## config.mk

```make
export PLATFORM = sky130hd
export DESIGN_NAME = ram_wbuf
export DESIGN_NICKNAME = d
export VERILOG_FILES = /design/src/rtl/ram_wbuf.sv
export SDC_FILE = /design/constraint.sdc
export NUM_CORES = 1
export LEC_CHECK = 0
export ABC_AREA = 1
export BUFFER_PORTS_ARGS = -buffer_cell sky130_fd_sc_hd__buf_2
export CORE_ASPECT_RATIO = 0.7
export CORE_MARGIN = 4
export CORE_UTILIZATION = 51
export DETAILED_ROUTE_END_ITERATION = 8
export GPL_ROUTABILITY_DRIVEN = 0
export GPL_TIMING_DRIVEN = 1
export HOLD_SLACK_MARGIN = 0.06
export PLACE_DENSITY = 0.76
export SYNTH_ARGS = -nofsm -noshare
export SYNTH_HDL_FRONTEND = slang
export SYNTH_SLANG_ARGS = --single-unit
```

## constraint.sdc

```tcl
create_clock -name clk -period 4.9 [get_ports clk]
set_input_delay 0.49 -clock clk [delete_from_list [all_inputs] [get_ports clk]]
set_output_delay 0.49 -clock clk [all_outputs]
set_load 0.05 [all_outputs]
```

## src/rtl/ram_wbuf.sv

```systemverilog
// rtl/ram_wbuf.sv - posted-write buffer between CPU load/store port and RAM bridge.
// Optional store-to-load forwarding is enabled by defining WBUF_FWD_EN.
module ram_wbuf #(
   parameter int BUS_WIDTH  = 32,
   parameter int DATA_WIDTH = 32,
   parameter int DEPTH      = 4
) (
   input  logic                    clk,
   input  logic                    reset,
   input  logic                    cpu_ren,
   input  logic [BUS_WIDTH-1:0]    cpu_raddr,
   output logic                    cpu_rstall,
   output logic                    cpu_rvalid,
   output logic [DATA_WIDTH-1:0]   cpu_rdata,
   input  logic [DATA_WIDTH/8-1:0] cpu_wen,
   input  logic [BUS_WIDTH-1:0]    cpu_waddr,
   input  logic [DATA_WIDTH-1:0]   cpu_wdata,
   output logic                    cpu_wready,
   output logic                    wbuf_empty,
   output logic                    m_ren,
   output logic [BUS_WIDTH-1:0]    m_raddr,
   input  logic [DATA_WIDTH-1:0]   m_rdata,
   output logic [DATA_WIDTH/8-1:0] m_wen,
   output logic [BUS_WIDTH-1:0]    m_waddr,
   output logic [DATA_WIDTH-1:0]   m_wdata,
   input  logic                    m_wready
);
   localparam int BE_W  = DATA_WIDTH / 8;
   localparam int PTR_W = $clog2(DEPTH);
   localparam logic [PTR_W:0] FULL_CNT = (PTR_W + 1)'(DEPTH);
   localparam logic [0:0] R_IDLE = 1'b0;
   localparam logic [0:0] R_DATA = 1'b1;

   logic [BUS_WIDTH-1:0]  addr_q [DEPTH];
   logic [DATA_WIDTH-1:0] data_q [DEPTH];
   logic [BE_W-1:0]       wen_q  [DEPTH];
   logic [PTR_W-1:0]      head, tail;
   logic [PTR_W:0]        count;
   logic [0:0]            r_state;
   logic                  push, pop, hit, accept;

   assign cpu_wready = (count != FULL_CNT);
   assign wbuf_empty = (count == '0);
   assign push       = (|cpu_wen) & cpu_wready;
   assign pop        = (|m_wen) & m_wready;
   assign m_wen      = wbuf_empty ? '0 : wen_q[head];
   assign m_waddr    = addr_q[head];
   assign m_wdata    = data_q[head];
   assign m_raddr    = cpu_raddr;
   assign accept     = cpu_ren & ~cpu_rstall;
   assign cpu_rvalid = (r_state == R_DATA);

`ifdef WBUF_FWD_EN
   logic [PTR_W-1:0]      young;
   logic                  fwd_hit, fwd_sel_q;
   logic [DATA_WIDTH-1:0] fwd_data_q;
`endif

   // Walk entries oldest to youngest so the last match found is the youngest.
   always_comb begin
      hit = 1'b0;
`ifdef WBUF_FWD_EN
      young = head;
`endif
      for (int k = 0; k < DEPTH; k++) begin
         if (((PTR_W + 1)'(k) < count) &&
             (addr_q[head + PTR_W'(k)][BUS_WIDTH-1:2] == cpu_raddr[BUS_WIDTH-1:2])) begin
            hit = cpu_ren;
`ifdef WBUF_FWD_EN
            young = head + PTR_W'(k);
`endif
         end
      end
   end

`ifdef WBUF_FWD_EN
   assign fwd_hit    = hit & (&wen_q[young]);
   assign cpu_rstall = hit & ~fwd_hit;
   assign m_ren      = accept & ~fwd_hit;
   assign cpu_rdata  = cpu_rvalid ? (fwd_sel_q ? fwd_data_q : m_rdata) : '0;

   always_ff @(posedge clk or posedge reset) begin
      if (reset) begin
         fwd_sel_q  <= 1'b0;
         fwd_data_q <= '0;
      end else begin
         fwd_sel_q  <= fwd_hit;
         fwd_data_q <= data_q[young];
      end
   end
`else
   assign cpu_rstall = hit;
   assign m_ren      = accept;
   assign cpu_rdata  = cpu_rvalid ? m_rdata : '0;
`endif

   always_ff @(posedge clk or posedge reset) begin
      if (reset) begin
         head    <= '0;
         tail    <= '0;
         count   <= '0;
         r_state <= R_IDLE;
      end else begin
         if (push) tail <= tail + 1'b1;
         if (pop)  head <= head + 1'b1;
         if (push && !pop)      count <= count + 1'b1;
         else if (!push && pop) count <= count - 1'b1;
         r_state <= accept ? R_DATA : R_IDLE;
      end
   end

   // Storage needs no reset: entries are only meaningful while counted.
   always_ff @(posedge clk) begin
      if (push) begin
         addr_q[tail] <= cpu_waddr;
         data_q[tail] <= cpu_wdata;
         wen_q[tail]  <= cpu_wen;
      end
   end
endmodule

```

==> results by group, run 1 <==
Placement
  • Port buffer count: 268
  • DP Wirelength: 35300 um

Worst setup path
  • CP Data Required Time: 4.41 ns
  • CP max-delay cell: dfrtp_4
  • CP startpoint kind: flop
  • Critical path's top delay family: simple AND/OR/NAND/NOR gates
  • Critical-path cell list: inv_2, nand2_1, nand2_2, buf_4, nand2_1, nand3_1, nand2_1, nor2_1, nand2_1, inv_1, nand2_1, nor2_1, nand2_1, nand2_1, nor2_1, nor2_1, buf_2
  • Critical path peak fanout: 30
  • Worst Path Arrival: 3.93 ns
  • Crit end category: output port
  • WS Path Type: flop to output port
  • Most common cell on crit path: nand2_1
  • WP buf/inv: 4
  • CP peak stage delay: 0.64 ns

STA
  • RSZ-0062 raised after global routing: no
  • Final Hold Viols: 0
  • Pins over their slew limit: 0
  • Actual slew at the worst max-slew pin: 0.946 ns
  • Fmax: 226 MHz
  • Fin crit period: 4.42 ns
  • Final Skew: 0.0166 ns
  • Slew headroom: 36.9%
  • Tcrit/Tclk final: 90.3%
  • Total negative setup slack: 0 ns
  • Final setup vio count: 0

Synth
  • Synth Warn #: 0
  • Synthesized instance count: 2123
  • Synthesized cell area: 16400 um^2
  • Seq/Total Area, Yosys: 51.1%
  • Library cells used by synthesis: 27
  • Avg Cell Area, Syn: 7.72 um^2
  • Synthesized Nets: 2268
  • Count of state elements after synthesis: 280

Routing
  • First-pass DRT Iterations: 9
  • DR WL/cell: 17.7 um
  • DRC Markers: 0
  • Initial DRC count: 1968
  • Post-route ant nets: 0
  • Drt via density: 5.52
  • Routed WL: 49000 um
  • Routed vias: 15.2k

Final layout
  • Fillers: 2720
  • Layout Utilization: 59.8%
  • Area Overhead vs Synth: 14.6%
  • Most common cell after layout, fill and taps aside: nand2_1
  • Nets: 2467
  • Share of cells above drive strength 1: 14.7%
  • Commonest non-fill, non-tap cells in the layout: nand2_1 (914), nand3_1 (408), edfxtp_1 (272)

Min path
  • Hold WC Path Type: input port to flop

Global routing
  • Vias in the first global route: 13.7k
  • Gr ovfl total: 0
  • Pin count of the biggest net entering global routing: 78
  • First-pass GRT wire length: 74600 um
  • Initial antenna violation count: 2
  • Total GRT Usage: 26.8%

Floorplanning
  • # IOs: 273
  • Die Wd: 222 um
  • Die ar.: 35100 um^2
  • Core Area: 31400 um^2
  • Row cnt: 54
  • Die Height: 158 um
  • Starting density of the core: 52.2%

CTS
  • TritonCTS clock tree: built
  • Worst skew pair latency: 0.55 ns
  • CTS root buf: clkbuf_16
  • Cts repair resizes: 0
  • Clk pin slew, worst setup/hold paths: 0.08 ns
  • CTS buffer count: 28
  • Max clock buf depth: 3
  • Setup Fix Bufs, Post-CTS: 0
  • CTS H-Tree Depth: 1
  • CTS Sinks: 280

Flow run
  • Max Cap Viol: 0

Status
  • Outcome: complete, no violations
-- timing repair --
item,CTS,global route
hold buffers,1,0
endpoints found under the hold margin,8,0
setup endpoints to repair,0,0
-- cell usage after synthesis, drive strengths merged --
cell / instances / area, um^2
ha: 9 / 113
clkinv: 1 / 3.75
xor2: 7 / 61.3
xnor2: 1 / 8.76
dfrtp: 8 / 200
nand2: 916 / 3440
clkbuf: 20 / 75.1
nand3: 408 / 2040
edfxtp: 272 / 8170
o41ai: 1 / 8.76
nor2: 106 / 400
a21boi: 1 / 7.51
inv: 204 / 768
a22oi: 38 / 285
o21ai: 25 / 125
a31oi: 2 / 12.5
buf: 100 / 638
nand4: 3 / 18.8
a21oi: 1 / 5.00
-- sequential cells by signal (all words and copies together), names as in the netlist --
register	cells
addr_q	128
data_q	128
wen_q	16
count	3
head	2
tail	2
cpu_rvalid	1
-- per-layer routing --
metal	wire length, um	GRT usage (%)	vias to the layer above
met5	98	1.61	-
met3	6290	8.14	90
met1	20300	37.9	6971
met4	954	5.70	6
met2	21400	41.3	880
li1	-	-	7295
-- final timing paths --
kind	start	end	slack, ns	cells after the start
min in group asynchronous	reset	head[1]	0.50	3
min	cpu_wdata[9]	data_q[2][9]	0.15	1
max	head[1]	cpu_rstall	0.48	17
max reg2reg	head[1]	count[2]	1.19	12
max in group asynchronous	reset	head[0]	4.02	3
min reg2reg	count[1]	count[1]	0.53	2
-- logic make-up after synthesis --
logic type	share of synthesized area (%)
AND/OR/NAND/NOR	36.0
flip-flops	51.1
adder cells (fa/ha/maj)	0.687
AO/OA/AOI/OAI	2.71
XOR/XNOR	0.428
buffers and inverters	9.06
-- area by class of cell --
cell class              count  area [um^2]  area share (%)
flip-flops and latches    280         8380            44.6
multi-input cells        1518         6570            35.0
repair buffers            289         1580            8.39
inverters                 205          772            4.11
clock buffers              34          744            3.96
well taps                 420          526            2.80
clock inverters            16          219            1.17
diodes                      1         2.50          0.0133
-- through the flow --
step | instances | cell area [um^2] | setup WS [ns] | hold slack [ns]
floorplan | 2123 | 16400 | 0.189 | 0.306
global placement | 2711 | 17800 | 1.28 | 0.497
detailed placement | 2711 | 17800 | 1.19 | 0.515
CTS | 2762 | 18800 | 0.579 | 0.125
global route | 2762 | 18800 | 0.236 | 0.131
finish | 2763 | 18800 | 0.477 | 0.152
Power of run 1 is not shown: default switching activity piles up to over one toggle a cycle in this logic, so the estimate is an artifact.
==> run 2: changes to the inputs <==
clock period = 4.56 ns   (was 4.9 ns; I/O delays follow)
==> run 2 against run 1 <==
  * Via count shrank 0.20%
  * Final cell count rose by 0.18%
  * Wire length rose by 0.95%
  * First-iteration DRC count down 5.6%
  * Clock skew is 0.0017 ns higher
==> results by group, run 2 (same netlist as run 1, synthesis figures left out) <==
Routing
  • DR WL/cell: 17.9 um
  • Met1 wire length: 20100 um
  • Post-route ant nets: 0
  • Drt via density: 5.50
  • Initial DRC count: 1858
  • Routed wl met3: 6420 um
  • Routed vias: 15.2k
  • DRC Markers: 0
  • Met2 WL post-DR: 21900 um
  • Top sig layer: met5
  • Routed WL: 49500 um
  • First-pass DRT Iterations: 8

Floorplanning
  • # IOs: 273
  • Die ar.: 35100 um^2
  • Die Height: 158 um
  • Core Area: 31400 um^2
  • Starting density of the core: 52.2%
  • Row cnt: 54
  • Die Wd: 222 um

Final layout
  • Area Overhead vs Synth: 14.6%
  • Share of cells above drive strength 1: 14.9%
  • Nets: 2469
  • Most common cell after layout, fill and taps aside: nand2_1
  • Multi-input gate area: 6570 um^2
  • Commonest non-fill, non-tap cells in the layout: nand2_1 (914), nand3_1 (408), edfxtp_1 (272)
  • Largest regs: addr_q: 128 flops, data_q: 128 flops, wen_q: 16 flops
  • Layout Utilization: 59.8%
  • Fin cells: 2768
  • FF/Latch Area: 8380 um^2
  • Fillers: 2765

Worst setup path
  • CP max-delay cell: dfrtp_4
  • CP peak stage delay: 0.72 ns
  • Critical-path cell list: buf_4, nand2_1, nand3_1, nand2_1, nand2_1, nand2_1, a21oi_1, nand4_1, nor2_1, nand2_1, nand2_1, nor2_1, nor2_1, buf_2
  • Critical path's top delay family: simple AND/OR/NAND/NOR gates
  • Most common cell on crit path: nand2_1
  • CP Data Required Time: 4.10 ns
  • Worst Path Arrival: 3.80 ns
  • Critical path peak fanout: 60
  • Crit end category: output port
  • CP startpoint kind: flop
  • WP buf/inv: 2
  • WS Path Type: flop to output port

Global routing
  • Pin count of the biggest net entering global routing: 103
  • Gr ovfl total: 0
  • Initial antenna violation count: 3
  • First-pass GRT wire length: 74600 um
  • Vias in the first global route: 13.8k
  • Total GRT Usage: 26.8%

Placement
  • DP Wirelength: 35300 um
  • Pre-CTS setup slack: 0.958 ns
  • Port buffer count: 268
  • Placed cells: 2713

STA
  • Actual slew at the worst max-slew pin: 0.919 ns
  • RSZ-0062 raised after global routing: no
  • Final Skew: 0.0182 ns
  • Final setup vio count: 0
  • Pins over their slew limit: 0
  • Setup ws final: 0.307 ns
  • Slew headroom: 38.8%
  • Tcrit/Tclk final: 93.3%
  • Fmax: 235 MHz
  • Fin crit period: 4.25 ns
  • Final hold slack: 0.116 ns
  • Final Hold Viols: 0

CTS
  • TritonCTS clock tree: built
  • CTS H-Tree Depth: 1
  • Clk pin slew, worst setup/hold paths: 0.06 ns
  • Worst skew pair latency: 0.56 ns
  • CTS Sinks: 280
  • Cts repair resizes: 0
  • CTS root buf: clkbuf_16
  • Setup Fix Bufs, Post-CTS: 0
  • Max clock buf depth: 3
  • CTS buffer count: 28

Flow run
  • Max Cap Viol: 0

Min path
  • Hold WC Path Type: input port to flop

Status
  • Outcome: complete, no violations
-- run 2: worst paths after layout --
path                              start           end  slack (ns)  cells after the start
min reg2reg                    count[1]      count[1]        0.52                      2
max in group asynchronous         reset       head[0]        3.79                      3
max reg2reg                     head[0]    cpu_rvalid        1.42                     14
max                             head[0]    cpu_rstall        0.31                     14
min                        cpu_waddr[3]  addr_q[0][3]        0.12                      1
min in group asynchronous         reset      count[0]        0.44                      3
-- run 2: final cells by class --
type / count / share of cell area [%]
sequential: 280 / 44.6
multi-input combinational: 1518 / 35.0
timing repair buffer: 291 / 8.34
inverter: 205 / 4.11
clock buffer: 31 / 3.90
tap: 420 / 2.80
clock inverter: 20 / 1.22
antenna: 3 / 0.0400
-- run 2: stage by stage --
stage / TNS (ns) / cell area, um^2
CTS: 0 / 18800
detailed placement: 0 / 17800
global placement: 0 / 17800
global route: 0 / 18800
finish: 0 / 18800
floorplan: -41.11 / 16400
-- run 2: repair_timing --
item | CTS | global route
endpoints found under the hold margin | 8 | 0
hold buffers | 1 | 0
setup endpoints to repair | 0 | 0
-- run 2: routing by layer --
metal  vias to the layer above  track usage, %
li1                       7317               -
met1                      6995            37.2
met2                       804            42.9
met3                        91            7.51
met4                         4            5.70
met5                         -               0
Power of run 2 is left out for the same reason.
